File: config.mk
export PLATFORM = sky130hd
export DESIGN_NAME = usb_ctrl_responder_flat
export DESIGN_NICKNAME = d
export VERILOG_FILES = /design/src/rtl/usb_ctrl_responder_pkg.sv /design/src/rtl/usb_ctrl_responder_if.sv /design/src/rtl/usb_desc_rom.sv /design/src/rtl/usb_ctrl_responder.sv /design/src/flat_wrapper.sv
export SDC_FILE = /design/constraint.sdc
export NUM_CORES = 1
export LEC_CHECK = 0
export CAP_MARGIN = 15
export CORE_MARGIN = 2
export CORE_UTILIZATION = 47
export DETAILED_ROUTE_END_ITERATION = 16
export PLACE_DENSITY = 0.72
export SLEW_MARGIN = 20
export SYNTH_ARGS = -nofsm -noshare
export SYNTH_HDL_FRONTEND = slang
export SYNTH_SLANG_ARGS = --single-unit
File: constraint.sdc
create_clock -name i_clk -period 3.99 [get_ports i_clk]
set_clock_uncertainty 0.1 [all_clocks]
set_input_delay 0.399 -clock i_clk [delete_from_list [all_inputs] [get_ports i_clk]]
set_output_delay 0.399 -clock i_clk [all_outputs]
set_load 0.02 [all_outputs]
File: src/rtl/usb_ctrl_responder_pkg.sv
// Shared USB control-transfer codes (requests, descriptor types, token types, handshakes)
// plus the responder's state and setup-packet types.
package usb_ctrl_responder_pkg;

  localparam logic [7:0] REQ_SET_ADDRESS    = 8'h05;
  localparam logic [7:0] REQ_GET_DESCRIPTOR = 8'h06;

  localparam logic [7:0] DESC_DEVICE        = 8'h01;
  localparam logic [7:0] DESC_CONFIGURATION = 8'h02;
  localparam logic [7:0] DESC_STRING        = 8'h03;

  // Token type is one-hot, ordered {SETUP, OUT, IN} from MSB to LSB.
  localparam logic [2:0] TXN_SETUP = 3'b100;
  localparam logic [2:0] TXN_OUT   = 3'b010;
  localparam logic [2:0] TXN_IN    = 3'b001;

  typedef enum logic [1:0] {
    HS_DATA  = 2'd0,
    HS_NAK   = 2'd1,
    HS_STALL = 2'd2
  } hs_t;

  typedef enum logic [2:0] {
    S_IDLE,
    S_DATA_IN,
    S_STATUS_OUT,
    S_STATUS_IN,
    S_STALL
  } state_t;

  // Field order mirrors the wire layout: bmRequestType is byte 0 (LSB).
  typedef struct packed {
    logic [15:0] wlength;
    logic [15:0] windex;
    logic [15:0] wvalue;
    logic [7:0]  brequest;
    logic [7:0]  bmrequesttype;
  } setup_t;

  function automatic logic [15:0] sat_add16(input logic [15:0] a, input logic [15:0] b);
    logic [16:0] s;
    s = {1'b0, a} + {1'b0, b};
    return s[16] ? 16'hFFFF : s[15:0];
  endfunction

endpackage

File: src/rtl/usb_ctrl_responder_if.sv
// Endpoint-0 packet bus: received tokens in (valid/ready), IN responses out (valid/ready).
// The responder drives the slave side; the packet engine drives the master side.
interface usb_ctrl_responder_if #(
  parameter int MAX_PKT = 8
);
  localparam int NB_W = $clog2(MAX_PKT) + 1;

  logic                 i_rxValid;
  logic                 o_rxReady;
  logic [2:0]           i_rxType;
  logic [8*MAX_PKT-1:0] i_rxData;
  logic [NB_W-1:0]      i_rxData_nBytes;

  logic                 o_txValid;
  logic                 i_txReady;
  logic [8*MAX_PKT-1:0] o_txData;
  logic [NB_W-1:0]      o_txData_nBytes;
  logic [1:0]           o_txHandshake;
  logic                 o_txDataPid;

  logic [6:0]           o_devAddr;

  modport slave (
    input  i_rxValid, i_rxType, i_rxData, i_rxData_nBytes, i_txReady,
    output o_rxReady, o_txValid, o_txData, o_txData_nBytes, o_txHandshake, o_txDataPid, o_devAddr
  );

  modport master (
    output i_rxValid, i_rxType, i_rxData, i_rxData_nBytes, i_txReady,
    input  o_rxReady, o_txValid, o_txData, o_txData_nBytes, o_txHandshake, o_txDataPid, o_devAddr
  );

endinterface

File: src/rtl/usb_desc_rom.sv
// Combinational descriptor ROM: MAX_PKT bytes starting at a byte offset, LSB byte first;
// bytes past the end of the selected descriptor read as zero.
module usb_desc_rom
  import usb_ctrl_responder_pkg::*;
#(
  parameter int MAX_PKT      = 8,
  parameter int DEV_DESC_LEN = 18,
  parameter int CFG_DESC_LEN = 32
) (
  input  logic [15:0]          offset,
  input  logic                 sel_cfg,
  output logic [8*MAX_PKT-1:0] bytes
);

  localparam int DEV_N = (DEV_DESC_LEN < 18) ? DEV_DESC_LEN : 18;
  localparam int CFG_N = (CFG_DESC_LEN < 32) ? CFG_DESC_LEN : 32;

  localparam logic [7:0] DEV_ROM [18] = '{
    8'h12, 8'h01, 8'h00, 8'h02, 8'h00, 8'h00, 8'h00, 8'h08, 8'h34,
    8'h12, 8'h78, 8'h56, 8'h00, 8'h01, 8'h01, 8'h02, 8'h03, 8'h01
  };

  // Configuration + one vendor interface + bulk IN/OUT endpoints.
  localparam logic [7:0] CFG_ROM [32] = '{
    8'h09, 8'h02, 8'h20, 8'h00, 8'h01, 8'h01, 8'h00, 8'h80, 8'h32,
    8'h09, 8'h04, 8'h00, 8'h00, 8'h02, 8'hFF, 8'h00, 8'h00, 8'h00,
    8'h07, 8'h05, 8'h81, 8'h02, 8'h40, 8'h00, 8'h00,
    8'h07, 8'h05, 8'h02, 8'h02, 8'h40, 8'h00, 8'h00
  };

  logic [31:0] idx;

  always_comb begin
    bytes = '0;
    idx   = '0;
    for (int i = 0; i < MAX_PKT; i++) begin
      idx = 32'(offset) + 32'(i);
      if (sel_cfg) begin
        if (idx < 32'(CFG_N)) bytes[8*i +: 8] = CFG_ROM[idx[4:0]];
      end else begin
        if (idx < 32'(DEV_N)) bytes[8*i +: 8] = DEV_ROM[idx[4:0]];
      end
    end
  end

endmodule

File: src/rtl/usb_ctrl_responder.sv
// Endpoint-0 control responder (GET_DESCRIPTOR / SET_ADDRESS); IN response 1 cycle after the IN token.
// A pending IN response holds o_txValid/data until i_txReady and blocks o_rxReady meanwhile.
module usb_ctrl_responder
  import usb_ctrl_responder_pkg::*;
#(
  parameter int MAX_PKT      = 8,
  parameter int DEV_DESC_LEN = 18,
  parameter int CFG_DESC_LEN = 32
) (
  input  logic i_clk,
  input  logic i_rst,
  usb_ctrl_responder_if.slave bus
);

  localparam int NB_W = $clog2(MAX_PKT) + 1;

  state_t               state_q, state_n;
  setup_t               setup_q, setup_n;
  logic                 desc_sel_q, desc_sel_n;
  logic [15:0]          offset_q, offset_n;
  logic [15:0]          remaining_q, remaining_n;
  logic                 toggle_q, toggle_n;
  logic [6:0]           pend_addr_q, pend_addr_n;
  logic [6:0]           dev_addr_q, dev_addr_n;
  logic                 tx_valid_q, tx_valid_n;
  logic [8*MAX_PKT-1:0] tx_data_q, tx_data_n;
  logic [NB_W-1:0]      tx_nbytes_q, tx_nbytes_n;
  hs_t                  tx_hs_q, tx_hs_n;
  logic                 tx_pid_q, tx_pid_n;

  logic                 rx_fire, tx_fire, std_req, is_dev, is_cfg;
  setup_t               setup_in;
  logic [NB_W-1:0]      pkt_len;
  logic [8*MAX_PKT-1:0] rom_bytes, pkt_data;
  logic [15:0]          desc_len, sent;
  logic                 unused_bits;

  usb_desc_rom #(
    .MAX_PKT     (MAX_PKT),
    .DEV_DESC_LEN(DEV_DESC_LEN),
    .CFG_DESC_LEN(CFG_DESC_LEN)
  ) u_rom (
    .offset (offset_q),
    .sel_cfg(desc_sel_q),
    .bytes  (rom_bytes)
  );

  assign rx_fire  = bus.i_rxValid && !tx_valid_q;
  assign tx_fire  = tx_valid_q && bus.i_txReady;
  assign setup_in = setup_t'(bus.i_rxData[63:0]);
  assign std_req  = (setup_in.bmrequesttype[6:5] == 2'b00);
  assign is_dev   = (setup_in.wvalue[15:8] == DESC_DEVICE);
  assign is_cfg   = (setup_in.wvalue[15:8] == DESC_CONFIGURATION);
  assign pkt_len  = (remaining_q < 16'(MAX_PKT)) ? remaining_q[NB_W-1:0] : NB_W'(MAX_PKT);
  assign unused_bits = ^{setup_q, setup_in, bus.i_rxData};

  // Bytes beyond the packet length are zeroed so a truncated transfer never leaks descriptor data.
  always_comb begin
    pkt_data = '0;
    for (int i = 0; i < MAX_PKT; i++) begin
      if (NB_W'(i) < pkt_len) pkt_data[8*i +: 8] = rom_bytes[8*i +: 8];
    end
  end

  always_comb begin
    state_n     = state_q;
    setup_n     = setup_q;
    desc_sel_n  = desc_sel_q;
    offset_n    = offset_q;
    remaining_n = remaining_q;
    toggle_n    = toggle_q;
    pend_addr_n = pend_addr_q;
    dev_addr_n  = dev_addr_q;
    tx_valid_n  = tx_valid_q;
    tx_data_n   = tx_data_q;
    tx_nbytes_n = tx_nbytes_q;
    tx_hs_n     = tx_hs_q;
    tx_pid_n    = tx_pid_q;
    desc_len    = 16'(DEV_DESC_LEN);
    sent        = 16'(tx_nbytes_q);

    if (rx_fire && bus.i_rxType == TXN_SETUP && bus.i_rxData_nBytes == NB_W'(8)) begin
      setup_n = setup_in;
      state_n = S_STALL;
      if (std_req && setup_in.brequest == REQ_GET_DESCRIPTOR && (is_dev || is_cfg)) begin
        desc_sel_n  = is_cfg;
        if (is_cfg) desc_len = 16'(CFG_DESC_LEN);
        remaining_n = (setup_in.wlength < desc_len) ? setup_in.wlength : desc_len;
        offset_n    = '0;
        toggle_n    = 1'b1;
        state_n     = S_DATA_IN;
      end else if (std_req && setup_in.brequest == REQ_SET_ADDRESS) begin
        pend_addr_n = setup_in.wvalue[6:0];
        state_n     = S_STATUS_IN;
      end
    end else if (rx_fire && bus.i_rxType == TXN_OUT) begin
      // An OUT during DATA_IN is the host cutting the data stage short.
      if (state_q == S_DATA_IN || (state_q == S_STATUS_OUT && bus.i_rxData_nBytes == '0))
        state_n = S_IDLE;
    end else if (rx_fire && bus.i_rxType == TXN_IN) begin
      tx_valid_n  = 1'b1;
      tx_data_n   = '0;
      tx_nbytes_n = '0;
      tx_pid_n    = 1'b0;
      tx_hs_n     = HS_NAK;
      case (state_q)
        S_DATA_IN: begin
          tx_hs_n     = HS_DATA;
          tx_data_n   = pkt_data;
          tx_nbytes_n = pkt_len;
          tx_pid_n    = toggle_q;
        end
        S_STATUS_IN: begin
          tx_hs_n  = HS_DATA;
          tx_pid_n = 1'b1;
        end
        S_STALL: tx_hs_n = HS_STALL;
        default: tx_hs_n = HS_NAK;
      endcase
    end else if (tx_fire) begin
      tx_valid_n = 1'b0;
      if (state_q == S_DATA_IN) begin
        offset_n    = sat_add16(offset_q, sent);
        remaining_n = (remaining_q > sent) ? remaining_q - sent : '0;
        toggle_n    = ~toggle_q;
        // A full last packet still owes a ZLP unless it exactly satisfied wLength.
        if (remaining_n == '0 && (tx_nbytes_q < NB_W'(MAX_PKT) || offset_n == setup_q.wlength))
          state_n = S_STATUS_OUT;
      end else if (state_q == S_STATUS_IN) begin
        dev_addr_n = pend_addr_q;
        state_n    = S_IDLE;
      end
    end
  end

  always_ff @(posedge i_clk) begin
    if (i_rst) begin
      state_q     <= S_IDLE;
      setup_q     <= '0;
      desc_sel_q  <= 1'b0;
      offset_q    <= '0;
      remaining_q <= '0;
      toggle_q    <= 1'b0;
      pend_addr_q <= '0;
      dev_addr_q  <= '0;
      tx_valid_q  <= 1'b0;
      tx_data_q   <= '0;
      tx_nbytes_q <= '0;
      tx_hs_q     <= HS_DATA;
      tx_pid_q    <= 1'b0;
    end else begin
      state_q     <= state_n;
      setup_q     <= setup_n;
      desc_sel_q  <= desc_sel_n;
      offset_q    <= offset_n;
      remaining_q <= remaining_n;
      toggle_q    <= toggle_n;
      pend_addr_q <= pend_addr_n;
      dev_addr_q  <= dev_addr_n;
      tx_valid_q  <= tx_valid_n;
      tx_data_q   <= tx_data_n;
      tx_nbytes_q <= tx_nbytes_n;
      tx_hs_q     <= tx_hs_n;
      tx_pid_q    <= tx_pid_n;
    end
  end

  assign bus.o_rxReady       = !tx_valid_q;
  assign bus.o_txValid       = tx_valid_q;
  assign bus.o_txData        = tx_data_q;
  assign bus.o_txData_nBytes = tx_nbytes_q;
  assign bus.o_txHandshake   = tx_hs_q;
  assign bus.o_txDataPid     = tx_pid_q;
  assign bus.o_devAddr       = dev_addr_q;

endmodule
File: src/flat_wrapper.sv
// flat-port wrapper written by rule: the top's interface ports become plain ports
module usb_ctrl_responder_flat import usb_ctrl_responder_pkg::*;
#(
  parameter int MAX_PKT      = 8,
  parameter int DEV_DESC_LEN = 18,
  parameter int CFG_DESC_LEN = 32
)
  (i_clk, i_rst, bus_i_rxValid, bus_i_rxType, bus_i_rxData, bus_i_rxData_nBytes, bus_i_txReady, bus_o_rxReady, bus_o_txValid, bus_o_txData, bus_o_txData_nBytes, bus_o_txHandshake, bus_o_txDataPid, bus_o_devAddr);
  usb_ctrl_responder_if #(.MAX_PKT(MAX_PKT)) bus_i ();
  input  logic i_clk;
  input  logic i_rst;
  input wire logic [$bits(bus_i.i_rxValid)-1:0] bus_i_rxValid;
  input wire logic [$bits(bus_i.i_rxType)-1:0] bus_i_rxType;
  input wire logic [$bits(bus_i.i_rxData)-1:0] bus_i_rxData;
  input wire logic [$bits(bus_i.i_rxData_nBytes)-1:0] bus_i_rxData_nBytes;
  input wire logic [$bits(bus_i.i_txReady)-1:0] bus_i_txReady;
  output wire logic [$bits(bus_i.o_rxReady)-1:0] bus_o_rxReady;
  output wire logic [$bits(bus_i.o_txValid)-1:0] bus_o_txValid;
  output wire logic [$bits(bus_i.o_txData)-1:0] bus_o_txData;
  output wire logic [$bits(bus_i.o_txData_nBytes)-1:0] bus_o_txData_nBytes;
  output wire logic [$bits(bus_i.o_txHandshake)-1:0] bus_o_txHandshake;
  output wire logic [$bits(bus_i.o_txDataPid)-1:0] bus_o_txDataPid;
  output wire logic [$bits(bus_i.o_devAddr)-1:0] bus_o_devAddr;
  assign bus_i.i_rxValid = bus_i_rxValid;
  assign bus_i.i_rxType = bus_i_rxType;
  assign bus_i.i_rxData = bus_i_rxData;
  assign bus_i.i_rxData_nBytes = bus_i_rxData_nBytes;
  assign bus_i.i_txReady = bus_i_txReady;
  assign bus_o_rxReady = bus_i.o_rxReady;
  assign bus_o_txValid = bus_i.o_txValid;
  assign bus_o_txData = bus_i.o_txData;
  assign bus_o_txData_nBytes = bus_i.o_txData_nBytes;
  assign bus_o_txHandshake = bus_i.o_txHandshake;
  assign bus_o_txDataPid = bus_i.o_txDataPid;
  assign bus_o_devAddr = bus_i.o_devAddr;
  usb_ctrl_responder #(.MAX_PKT(MAX_PKT), .DEV_DESC_LEN(DEV_DESC_LEN), .CFG_DESC_LEN(CFG_DESC_LEN)) u_core (.i_clk(i_clk), .i_rst(i_rst), .bus(bus_i));
endmodule
==> After elaboration in Yosys (flattened, before gate mapping) <==
Memories as Yosys holds them, arrays and structs flattened.
Cells that the tools add are included.
W data, S select, Z words.
{ "word_totals": {"mem_bits_ro": 4096, "memories": 16, "reg_bits": 139, "wordCells": 243, "output_inout_bits": 80, "input_bits": 75} }
{ "classes": {"magnitude_cmp": 36, "reduce_logical": 31, "muxes": 105, "n_eq_ne": 19, "add_sub_neg": 9, "bitwise_logic": 14} }
{ "memory_table": {"columns": ["name", "depth", "word_bits", "read_ports", "rd_clocked_by_memory_dff", "wr", "line_no", "text"], "rows": [
  ["(no name shown)", 32, 8, 1, 0, 0, "usb_desc_rom.sv:41", "if (idx < 32'(DEV_N)) bytes[8*i +: 8] = DEV_ROM[idx[4:0]];"],
  ["(no name shown)", 32, 8, 1, 0, 0, "usb_desc_rom.sv:39", "if (idx < 32'(CFG_N)) bytes[8*i +: 8] = CFG_ROM[idx[4:0]];"],
  ["(no name shown)", 32, 8, 1, 0, 0, "usb_desc_rom.sv:41", null],
  ["(no name shown)", 32, 8, 1, 0, 0, "usb_desc_rom.sv:39", null],
  ["(no name shown)", 32, 8, 1, 0, 0, "usb_desc_rom.sv:41", null],
  ["(no name shown)", 32, 8, 1, 0, 0, "usb_desc_rom.sv:39", null],
  ["10 more memories", null, null, null, null, null, null, null]
]} }
{ "ops": {"columns": ["operator", "n"], "rows": [
  ["$mux W8", 64],
  ["$mux W16", 17],
  ["$lt A17 B5 Y1 const B", 7],
  ["$lt A17 B6 Y1 const B", 7],
  ["$add A16 B3 Y17 const B", 4],
  ["$mux W64", 1],
  ["$ge A6 B6 Y1 const B", 8],
  ["$not A5 Y6", 8],
  ["$add A16 B2 Y17 const B", 2],
  ["$mux W3", 10],
  ["$add A16 B1 Y17 const B", 1],
  ["$add A16 B4 Y17", 1],
  ["$eq A16 B16 Y1", 1],
  ["$eq A8 B3 Y1 const B", 2],
  ["$gt A16 B4 Y1", 1],
  ["$logic_not A16 Y1", 1],
  ["$lt A16 B16 Y1", 1],
  ["$lt A16 B4 Y1 const B", 1],
  ["$lt A16 B5 Y1 const B", 1],
  ["$lt A16 B6 Y1 const B", 1],
  ["$lt A3 B4 Y1 const A", 4],
  ["$sub A16 B4 Y16", 1],
  ["$logic_and A1 B1 Y1", 11],
  ["$reduce_and A5 Y1", 2],
  ["31 further kinds", 57]
]} }

==> Logic depth before layout (Yosys ltp) <==
{ "depth": {"word_depth": 11, "ltp_mapped": 13, "mapped_depth_nobuf": 11} }

==> Cells and area by module <==
Synthesis repeated with hierarchy kept, for this count alone.
{ "unflattened": {"hier_cells": 1758, "hier_area_um2": 12519.5} }
{ "modules_own_cells": {"columns": ["mod", "instances", "area_each_um2", "seq_area_each_um2", "cells_per_inst"], "rows": [
  ["usb_ctrl_responder", 1, 6646.4, 2782.7, 813],
  ["usb_desc_rom", 1, 5873.1, 0.0, 945]
]} }

==> Worst setup path after synthesis <==
OpenSTA, ideal clock, no wires.
{ "synth_timing": {"path_kind": "register to register", "startpoint": "register u_core.offset_q[2]", "endpoint": "register u_core.tx_data_q[45], in the netlist u_core.bus.o_txData[45]", "setup_time_ns": 0.059, "path_slack_ns": 0.107, "synth_period_minus_slack_ns": 3.883, "n_path_buf": 2, "required_time_ns": 3.831, "path_stages_with_launch": 13, "arrival_ns": 3.724, "path_cell_list": "dfxtp_1 -> clkbuf_1 -> clkbuf_1 -> clkinv_1 -> ha_1 -> a21oi_1 -> o32ai_1 -> a21boi_0 -> o22ai_1 -> a2111oi_4 -> or3b_2 -> o32ai_1 -> a22o_1"} }
{ "synth_between": {"elab_chain_cells": 9, "word_cells_on_any_way": 15, "cone_classes": "add/sub (1); order compare (2); mux (9); bitwise (1); memory (2)"} }
{ "synth_lines": {"columns": ["item", "line_no", "text"], "rows": [
  ["start, declared", "usb_ctrl_responder.sv:20", "logic [15:0] offset_q, offset_n;"],
  ["start signal, assigned", "usb_ctrl_responder.sv:155", "offset_q <= offset_n;"],
  ["$add A16 B3 Y17 (*)", "usb_desc_rom.sv:37", "idx = 32'(offset) + 32'(i);"],
  ["$not A5 Y6 (implied by the code)", "usb_desc_rom.sv:39, usb_desc_rom.sv:41", null],
  ["$mem_v2 Z32 W8 (on tied branches)", null, null],
  ["$mux W8 (on tied branches) (3 in a row)", "usb_desc_rom.sv:41, usb_desc_rom.sv:39", null],
  ["$mux W8 (*)", "usb_desc_rom.sv:38", "if (sel_cfg) begin"],
  ["$mux W8 (*)", "usb_ctrl_responder.sv:61", "if (NB_W'(i) < pkt_len) pkt_data[8*i +: 8] = rom_bytes[8*i +: 8];"],
  ["$mux W64 (*)", "usb_ctrl_responder.sv:106", "case (state_q)"],
  ["end signal, assigned", "usb_ctrl_responder.sv:161", "tx_data_q <= tx_data_n;"],
  ["end, declared", "usb_ctrl_responder.sv:26", "logic [8*MAX_PKT-1:0] tx_data_q, tx_data_n;"]
]} }
Every way passes the cells marked *; elsewhere a longest branch is shown, timed or not. The select of a mux whose other input is x is not followed.
A chain may end at the register's enable or synchronous reset.

==> Worst setup path in the final report <==
{ "layout_timing": {"startpoint": "register u_core.offset_q[1]", "endpoint": "register u_core.tx_data_q[56], in the netlist u_core.bus.o_txData[56]"} }
The elaborated chain is that of the path after synthesis.

==> results.yml <==
status:
  outcome: "finished, final reports clean"
clocking:
  clk_pin_slew_ps: 70
  tritoncts_num_sinks: 139
  cts_max_level: 4
  cts-root-buf: "sky130_fd_sc_hd__clkbuf_16"
  cts_tree: "done"
  cts_setup_buffers: 0
  clock_tree.buffer_depth: 2
  number_of_buffers_inserted_by_hold_repair_at_cts: 0
  cts_made_buffers: 17
  clock_insertion_delay_worst_skew_ps: 450
  cts.repair.resized: 0
detailed_routing:
  drt-pass1-iter-count: 8
  dr.first_iter.drc_count: 1490
  drcViolationCount: 0
  drt.antenna.violating_nets: 0
  vias: 13703
  post_drt_wl_per_cell_um: 20.3
  vias_per_cell: 6.52
  routed_wirelength_mm: 42.7
floorplan:
  rows: 57
  dieWidth_um: 162
  die-area_mm2: 0.0264
  core_area_mm2: 0.0245
  floorplan.die.height_um: 162
  pin_count: 155
  initial_core_util_pct: 48.2
yosys:
  syn_inst: 1668
  yosys_warnings: 0
  ys.flop_type: "sky130_fd_sc_hd__dfxtp_1"
  syn_nets: 1774
  seq_area_frac_synth_pct: 23.6
  synth_seq_cells: 139
  synth_cell_type_count: 95
  synthesis.area_mm2: 0.0118
  synth.avg_cell_area_um2: 7.07
  synthArstFlopShare_pct: 0
  count_of_flip_flops_with_a_built_in_enable_after_synthesis: 0
sta:
  report.final.hold_viol_count: 0
  setup_repair_after_global_routing_missed_its_margin: "no"
  final_period_minus_worst_setup_slack_ps: 3760
  final_worst_setup_slack_ps: 227
  setup_viol: 0
  worst-slew-pin-transition_ps: 932
  final_min_period_over_clock_period_pct: 94.3
  max-slew-margin-rel_pct: 37.9
  max_clock_freq_mhz: 266
  final-max-slew-violation-count: 0
  setup_total_negative_slack_ps: 0
setup_path:
  cpMaxStageDelayCell: "sky130_fd_sc_hd__a2111oi_0"
  max_fanout_on_critical_path: 7
  critPathTopFamily: "compound AO/OA/AOI/OAI gates"
  start_kind: "flop"
  max_stage_delay_ps: 660
  timing_worst_setup_path_type: "flop to flop"
  critical_path.cell_chain: "inv_1, ha_1, a21boi_1, or3_1, o31ai_1, o2111ai_1, a2111oi_0, buf_4, and2_1, nand2_1, o211ai_1"
  endpoint_type_of_the_worst_setup_path: "flop"
  worst-endpoint-required_ps: 4250
  crit_buf_inv: 2
  timing.critical_path.arrival_ps: 4020
place:
  routabilityCongestion: 0.963
  detailedPlacementHpwl_mm: 30.3
  placement.io_buffers: 131
  place_ws_ps: 259
hold_path:
  hold_path_class: "input pin to flop"
global_route:
  grt_first_pass_wirelength_mm: 68.3
  grt_start_max_net_pins: 88
  grt_most_used_layer: "met2"
  grt_util_met3_pct: 5.70
  grt_antenna_before_repair: 0
  globalRouteMet2Util_pct: 52.8
  grt_remaining_overflow: 0
  gr-usage-met1_pct: 42.5
  first_global_vias: 12658
  gr-usage-all-layers_pct: 32.1
power_and_ir_drop:
  power.share.sequential_pct: 42.1
  p_sw_w: 0.000828
  report.power.total_w: 0.00330
  irDropWorstVdd_mv: 0.212
  p_leak_nw: 5.05
  cell_int_power_w: 0.00247
  power_per_cell_area_mw_per_mm2: 230
  comb_power_share_pct: 3.3
  power_frac_clock_pct: 54.6
  power.share.switching_pct: 25.1
layout:
  num_antenna_cells: 0
  areaGrowthSynthToFinish_pct: 21.3
  layout-drive-gt1-share_pct: 9.33
  final_net_count: 1872
flow_run:
  max-cap-violations: 0
[registers in the layout, indices dropped and copies added, names as in the netlist]
signal                      flops
u_core.bus.o_txData            64
u_core.offset_q                16
u_core.remaining_q             16
u_core.setup_q                 16
u_core.bus.o_devAddr            7
u_core.pend_addr_q              7
u_core.bus.o_txData_nBytes      4
u_core.state_q                  3
u_core.bus.o_txHandshake        2
u_core.bus.o_txDataPid          1
u_core.bus.o_txValid            1
u_core.desc_sel_q               1
u_core.toggle_q                 1
[logic make-up after synthesis]
group,synth area share [%]
DFF,23.6
and+or+nand+nor,26.9
muxes,3.32
buffers and inverters,5.96
AOI/OAI and AO/OA,32.0
adders and majority gates,3.42
xor gates and xnor gates,4.87
[cells in the final DEF, fill, tap and decap left out, types with 13 or more instances in the layout]
cell type / netlist / layout
sky130_fd_sc_hd__nand2_1: 195 / 195
sky130_fd_sc_hd__nor2_1: 179 / 179
sky130_fd_sc_hd__a21oi_1: 154 / 154
sky130_fd_sc_hd__dfxtp_1: 139 / 137
sky130_fd_sc_hd__clkdlybuf4s50_1: 0 / 130
sky130_fd_sc_hd__o21ai_0: 111 / 111
sky130_fd_sc_hd__buf_4: 2 / 100
sky130_fd_sc_hd__nor3_1: 68 / 68
sky130_fd_sc_hd__xnor2_1: 48 / 47
sky130_fd_sc_hd__nand3_1: 42 / 42
sky130_fd_sc_hd__nand4_1: 30 / 30
sky130_fd_sc_hd__mux2i_1: 29 / 29
sky130_fd_sc_hd__ha_1: 29 / 29
sky130_fd_sc_hd__inv_1: 25 / 25
sky130_fd_sc_hd__a31oi_1: 25 / 25
sky130_fd_sc_hd__a32oi_1: 23 / 23
sky130_fd_sc_hd__o22ai_1: 20 / 20
sky130_fd_sc_hd__a22o_1: 20 / 20
sky130_fd_sc_hd__a22oi_1: 20 / 20
sky130_fd_sc_hd__a211oi_1: 20 / 20
sky130_fd_sc_hd__a21o_1: 19 / 19
sky130_fd_sc_hd__nand2b_1: 18 / 18
sky130_fd_sc_hd__nor4_1: 18 / 18
sky130_fd_sc_hd__and3_1: 17 / 17
sky130_fd_sc_hd__clkbuf_16: 0 / 17
sky130_fd_sc_hd__xor2_1: 15 / 15
sky130_fd_sc_hd__o211ai_1: 14 / 14
sky130_fd_sc_hd__or3_1: 13 / 13
[worst register-to-register path: stages (launching register included)]
cell,delay (ps)
sky130_fd_sc_hd__dfxtp_1,520
sky130_fd_sc_hd__inv_1,250
sky130_fd_sc_hd__ha_1,340
sky130_fd_sc_hd__a21boi_1,180
sky130_fd_sc_hd__or3_1,390
sky130_fd_sc_hd__o31ai_1,270
sky130_fd_sc_hd__o2111ai_1,140
sky130_fd_sc_hd__a2111oi_0,660
sky130_fd_sc_hd__buf_4,270
sky130_fd_sc_hd__and2_1,250
sky130_fd_sc_hd__nand2_1,120
sky130_fd_sc_hd__o211ai_1,210
[metal layers]
| layer | part of all wire [%] | up-vias | wire length (um) |
|---|---|---|---|
| li1 | - | 6410 | - |
| met1 | 42 | 6403 | 17900 |
| met2 | 46 | 782 | 19700 |
| met3 | 9.1 | 108 | 3900 |
| met4 | 3.0 | 0 | 1270 |
| met5 | 0 | - | 0 |
[path summary, 6_finish.rpt]
check / depth (start not counted) / from / slack [ps] / end
setup / recovery: 11 / u_core.offset_q[1] / 230 / u_core.bus.o_txData[56]
hold / removal: 2 / i_rst / 210 / u_core.bus.o_txData[46]
setup reg to reg: 11 / u_core.offset_q[1] / 230 / u_core.bus.o_txData[56]
hold reg to reg: 2 / u_core.bus.o_txData[18] / 350 / u_core.bus.o_txData[18]
[synth_stat cells, drive strengths merged (8+ instances only)]
cell type,number,share of area [%]
a211oi,21,1.4
nand2b,18,0.96
a22o,20,1.5
and3,17,0.90
o32ai,12,0.89
and2,13,0.69
o21a,10,0.64
nor2b,11,0.58
a31oi,25,1.3
a21o,19,1.2
o21ai,114,4.8
nor3,69,3.0
dfxtp,139,24
o211ai,14,0.89
or2,10,0.53
o2111ai,9,0.72
mux2i,29,2.5
a32oi,23,1.7
a2111oi,10,1.0
a21oi,154,6.5
o31ai,8,0.51
nand2,195,6.2
nor2,180,5.8
xnor2,48,3.6
nand3,42,1.8
a22oi,20,1.3
nor4,18,0.96
a211o,8,0.59
o22ai,20,1.1
a311oi,9,0.67
ha,29,3.1
a221o,8,0.68
buf,34,1.3
nand4,31,1.7
or3,14,0.79
clkbuf,117,3.7
xor2,15,1.1
inv,26,0.83
[through the flow]
step,instance area (um^2),cells,hold slack [ps],utilization [%]
finish,14300,2103,206,58.5
global route,14300,2103,199,58.5
CTS,14300,2103,185,58.5
detailed placement,13700,2071,344,55.8
global placement,13700,2071,337,55.8
floorplan,11800,1668,331,-
[power groups by stage]
| stage | clock (W) | combinational [W] | sequential (W) |
|---|---|---|---|
| finish | 0.00180 | 0.000108 | 0.00139 |
| global route | 0.00188 | 0.000115 | 0.00139 |
| CTS | 0.00181 | 0.000108 | 0.00139 |
| detailed placement | 0 | 0.000108 | 0.00142 |
| global placement | 0 | 0.000106 | 0.00142 |
| floorplan | 0 | 0.0000367 | 0.00142 |
[area by class of cell]
cell class              instances  area (um^2)
clock buffers                  17          425
clock inverters                15          218
fillers                      2267        10200
inverters                      28          105
multi-input cells            1350         8310
flip-flops and latches        139         2790
well taps                     324          405
repair buffers                230         2050
Power figures use the tool's default switching activity.
